## config.mk

```make
export PLATFORM = sky130hd
export DESIGN_NAME = if_fetch_unit
export DESIGN_NICKNAME = d
export VERILOG_FILES = /design/src/rtl/if_fetch_unit.sv
export SDC_FILE = /design/constraint.sdc
export NUM_CORES = 1
export LEC_CHECK = 0
export ABC_CLOCK_PERIOD_IN_PS = 4700
export CAP_MARGIN = 20
export CORE_ASPECT_RATIO = 0.8
export CORE_MARGIN = 2
export CORE_UTILIZATION = 55
export DETAILED_ROUTE_END_ITERATION = 6
export GPL_TIMING_DRIVEN = 1
export PLACE_DENSITY = 0.86
export SLEW_MARGIN = 20
export SYNTH_ARGS = -nofsm -noshare
export SYNTH_HDL_FRONTEND = slang
export SYNTH_SLANG_ARGS = --single-unit
```

## constraint.sdc

```tcl
create_clock -name clk -period 4.7 [get_ports clk]
set_clock_uncertainty 0.15 [all_clocks]
set_input_delay 0.94 -clock clk [delete_from_list [all_inputs] [get_ports clk]]
set_output_delay 0.94 -clock clk [all_outputs]
set_load 0.01 [all_outputs]
```

## src/rtl/if_fetch_unit.sv

```systemverilog
// if_fetch_unit: instruction fetch front end between the PC stage and decode.
// Issues one imem request at a time and fills the IF/ID register.
`ifndef WORD_WIDTH
`define WORD_WIDTH 32
`endif

module if_fetch_unit #(
    parameter int unsigned    W        = `WORD_WIDTH,
    parameter logic [W-1:0]   NOP_INST = W'(32'h0000_0000)
) (
    input  logic         clk,
    input  logic         rst,
    input  logic [W-1:0] pc,
    output logic         imem_req_valid,
    input  logic         imem_req_ready,
    output logic [W-1:0] imem_addr,
    input  logic         imem_resp_valid,
    input  logic [W-1:0] imem_resp_data,
    input  logic         stall_in,
    input  logic         flush,
    output logic         fetch_stall,
    output logic         id_valid,
    output logic [W-1:0] id_pc,
    output logic [W-1:0] id_inst
);

    typedef enum logic [1:0] {
        S_REQ  = 2'd0,
        S_WAIT = 2'd1,
        S_HOLD = 2'd2,
        S_DROP = 2'd3
    } state_e;

    state_e       state_q, state_d;
    logic [W-1:0] addr_q, addr_d;
    logic [W-1:0] skid_q, skid_d;
    logic         id_valid_q, id_valid_d;
    logic [W-1:0] id_pc_q, id_pc_d;
    logic [W-1:0] id_inst_q, id_inst_d;

    logic         accept;
    logic         commit;
    logic [W-1:0] commit_inst;

    // State and datapath registers
    always_ff @(posedge clk or negedge rst) begin
        if (!rst) begin
            state_q    <= S_REQ;
            addr_q     <= '0;
            skid_q     <= '0;
            id_valid_q <= 1'b0;
            id_pc_q    <= '0;
            id_inst_q  <= NOP_INST;
        end else begin
            state_q    <= state_d;
            addr_q     <= addr_d;
            skid_q     <= skid_d;
            id_valid_q <= id_valid_d;
            id_pc_q    <= id_pc_d;
            id_inst_q  <= id_inst_d;
        end
    end

    // Next-state: a flush while a response is still owed sends us to DROP
    always_comb begin
        state_d = state_q;
        unique case (state_q)
            S_REQ: begin
                if (imem_req_ready)
                    state_d = flush ? S_DROP : S_WAIT;
            end
            S_WAIT: begin
                if (imem_resp_valid) begin
                    if (flush || !stall_in)
                        state_d = S_REQ;
                    else
                        state_d = S_HOLD;
                end else if (flush) begin
                    state_d = S_DROP;
                end
            end
            S_HOLD: begin
                if (flush || !stall_in)
                    state_d = S_REQ;
            end
            S_DROP: begin
                if (imem_resp_valid)
                    state_d = S_REQ;
            end
            default: state_d = S_REQ;
        endcase
    end

    // Outputs, request capture, skid buffer and IF/ID register update
    always_comb begin
        imem_req_valid = (state_q == S_REQ);
        imem_addr      = pc;
        accept         = imem_req_valid && imem_req_ready;

        commit = !flush && !stall_in &&
                 (((state_q == S_WAIT) && imem_resp_valid) ||
                  (state_q == S_HOLD));
        commit_inst = (state_q == S_HOLD) ? skid_q : imem_resp_data;

        fetch_stall = !(commit || flush);

        addr_d = accept ? pc : addr_q;

        skid_d = skid_q;
        if ((state_q == S_WAIT) && imem_resp_valid && !flush && stall_in)
            skid_d = imem_resp_data;

        id_valid_d = id_valid_q;
        id_pc_d    = id_pc_q;
        id_inst_d  = id_inst_q;
        if (flush) begin
            id_valid_d = 1'b0;
            id_inst_d  = NOP_INST;
        end else if (commit) begin
            id_valid_d = 1'b1;
            id_pc_d    = addr_q;
            id_inst_d  = commit_inst;
        end else if (!stall_in) begin
            id_valid_d = 1'b0;
        end
    end

    assign id_valid = id_valid_q;
    assign id_pc    = id_pc_q;
    assign id_inst  = id_inst_q;

endmodule

```

==> flow_summary.toml <==
[run_status]
status = "finished clean"

[grt]
grt_pass1_wl_mm = 31.2
grt_pass1_vias = 6222
antenna_found_initial = 0
grt.overflow.total = 0
grt.total_usage_pct = 27.7
grt_max_degree = 83

[logic_synthesis]
syn_inst = 670
synth_warnings = 0
avgSynthCellArea_um2 = 10.9
synth_cell_types = 29
synth-seq-cells = 131
syn-num-nets = 740
synth_seq_area_share_pct = 45.0
synthesis.area_um2 = 7290

[placed_design]
gp_congestion = 0.788
dp_hpwl_mm = 11.8
place_ws_ps = 1240
portBuffers = 168
dpl.cell_count = 925

[cts]
cts_buffers = 17
cts_resized = 0
cts_tree = "yes"
post_cts_buffers = 0
cts.sinks = 131
clk_latency_ps = 420
postCtsHoldBufs = 0
root_buffer = "clkbuf_16"
clkTransAtPathRegs_ps = 60
cts.path.max_buffers = 2
htree_num_levels = 4

[routing]
vias = 6033
wl_met2_mm = 9.49
totalWireLength_mm = 19.3
drt_iter0_markers = 482
wl_per_cell_um = 20.1
drtPass1Iterations = 5
wl_met1_mm = 8.03
wl_met3_mm = 1.29
drtAntennaViolNets = 0
top_layer_used = "met4"
via_per_inst = 6.30
drc_errors = 0

[critical_path]
slowest_stage = "clkdlybuf4s50_1"
r2r_cells = 5
endpoint_kind = "output port"
path_cells = "clkdlybuf4s50_1, nand3b_4, a21oi_1, nor2_1, clkdlybuf4s50_1"
cp_num_buf_inv = 2
cp.depth = 5
cp-start-kind = "input pin"
path_delay_family = "buffers and inverters"
cpPeakStageDelay_ps = 560
path_class = "input pin to output port"
cpMostUsedCell = "clkdlybuf4s50_1"
path_max_fanout = 4
worstPathArrival_ps = 2360
critPathRequiredTime_ps = 3610

[floorplan]
die_w_um = 133
die_h_um = 107
pin_count = 169
core_um2 = 12900
start_util_pct = 56.4
dieArea_um2 = 14200
core.rowCount = 37

[final_layout]
drive_gt1_share_pct = 18.8
fillCellCount = 813
ff_latch_area_um2 = 3280
mostFrequentLayoutCell = "clkdlybuf4s50_1"
multi_input_area_um2 = 3360
antenna_cells = 0
final_cell_mix = "clkdlybuf4s50_1 (165), dfrtp_1 (129), nand2b_1 (34), nor2b_1 (34), nor3_1 (34)"
nNetsFinal = 839
stdcell_count = 957
syn_to_final_growth_pct = 27.1

[power]
powerDensity_nw_per_um2 = 622
ir_worst_vdd_mv = 0.377
p_leak_nw = 3.57
clkPwrFrac_pct = 23.2
seqPwrFrac_pct = 37.1
p_int_mw = 3.76
p_sw_mw = 2.01
swShare_pct = 34.8
pwr-share-comb_pct = 39.8

[timing]
finalSetupViolations = 0
report.final.hold_viol_count = 0
worst_slack_ps = 1250
fmax_ghz = 0.290
timing.final.max_slew_violations = 0
rsz0062_at_grt = "false"
fin_crit_ps = 3450
holdWs_ps = 354
worst_slew_pin_slew_ps = 813
fin_tns_setup_ps = 0
slew-limit-headroom_pct = 45.8
period_share_pct = 73.3

[min_path]
holdCritPathClass = "flip-flop to flip-flop"
hold_depth = 1

[job]
cap_violations = 0
final timing paths:
kind                                to  slack, ps       startpoint
max reg2reg                  skid_q[3]       1790       state_q[1]
min reg2reg                  skid_q[8]        350        skid_q[8]
min in group asynchronous   addr_q[19]        380              rst
min                          skid_q[8]        350        skid_q[8]
max in group asynchronous     id_pc[6]       3270              rst
max                        fetch_stall       1250  imem_resp_valid
flip-flops by register name, summed over array words and instances, names as in the netlist:
| name | flops |
|---|---|
| id_inst | 32 |
| id_pc | 32 |
| skid_q | 32 |
| id_valid | 1 |
| state_q | 2 |
| addr_q | 32 |
stage by stage:
| stage | total power [mW] | util (%) | instance area, um2 |
|---|---|---|---|
| 6_report | 5.77 | 71.7 | 9260 |
| 5_1_grt | 6.08 | 71.7 | 9260 |
| 4_1_cts | 5.76 | 71.7 | 9260 |
| 3_5_place_dp | 4.40 | 67.1 | 8660 |
| 3_3_place_gp | 4.26 | 67.1 | 8660 |
| 2_1_floorplan | 3.55 | - | 7290 |
metal layers:
layer	global-route usage, %	up-vias
li1	-	2678
met1	36.6	3023
met2	44.4	291
met3	5.58	41
met4	12.7	0
met5	0	-
cells by family after synthesis:
| family | Yosys count | share of synthesized area (%) |
|---|---|---|
| and+or+nand+nor | 209 | 18.4 |
| AOI/OAI and AO/OA | 163 | 16.2 |
| DFF | 131 | 45.0 |
| buffers and inverters | 103 | 9.04 |
| muxes | 64 | 11.4 |
cell usage after synthesis:
master      n  area [um2]
a211oi_1   32         240
a21oi_1     2        10.0
mux2_1      7        78.8
nor2_4      2        22.5
nand2b_1   34         213
o211ai_1   32         240
mux2_4     30         450
buf_4      44         330
buf_1       3        11.3
nor3b_4     1        18.8
nand3_1    32         160
nand4b_1   32         280
or2_1       2        12.5
and2_1      1        6.26
or2_2      32         200
buf_6      10         113
o22ai_1    32         200
nor2b_1    35         219
mux2_2     27         304
nand3b_4    1        20.0
a22oi_1    32         240
a221o_1     1        10.0
nor2_1      2        7.51
o31ai_1    32         240
dfrtp_1   131        3280
clkbuf_1   20        75.1
and3b_1     1        8.76
nor3_1     34         170
buf_2      26         130
power groups by stage:
stage | registers [mW] | clock network [mW] | logic [mW]
5_1_grt | 2.20 | 1.40 | 2.48
3_5_place_dp | 2.13 | 0 | 2.28
3_3_place_gp | 2.08 | 0 | 2.17
6_report | 2.14 | 1.34 | 2.29
4_1_cts | 2.12 | 1.35 | 2.30
2_1_floorplan | 2.02 | 0 | 1.53
cell type report:
| type | instances | area share, % |
|---|---|---|
| timing repair buffer | 183 | 19.5 |
| tap | 175 | 2.36 |
| clock inverter | 12 | 1.42 |
| clock buffer | 20 | 5.04 |
| multi-input combinational | 436 | 36.2 |
| sequential | 131 | 35.4 |
(Power assumes the default switching activity.)
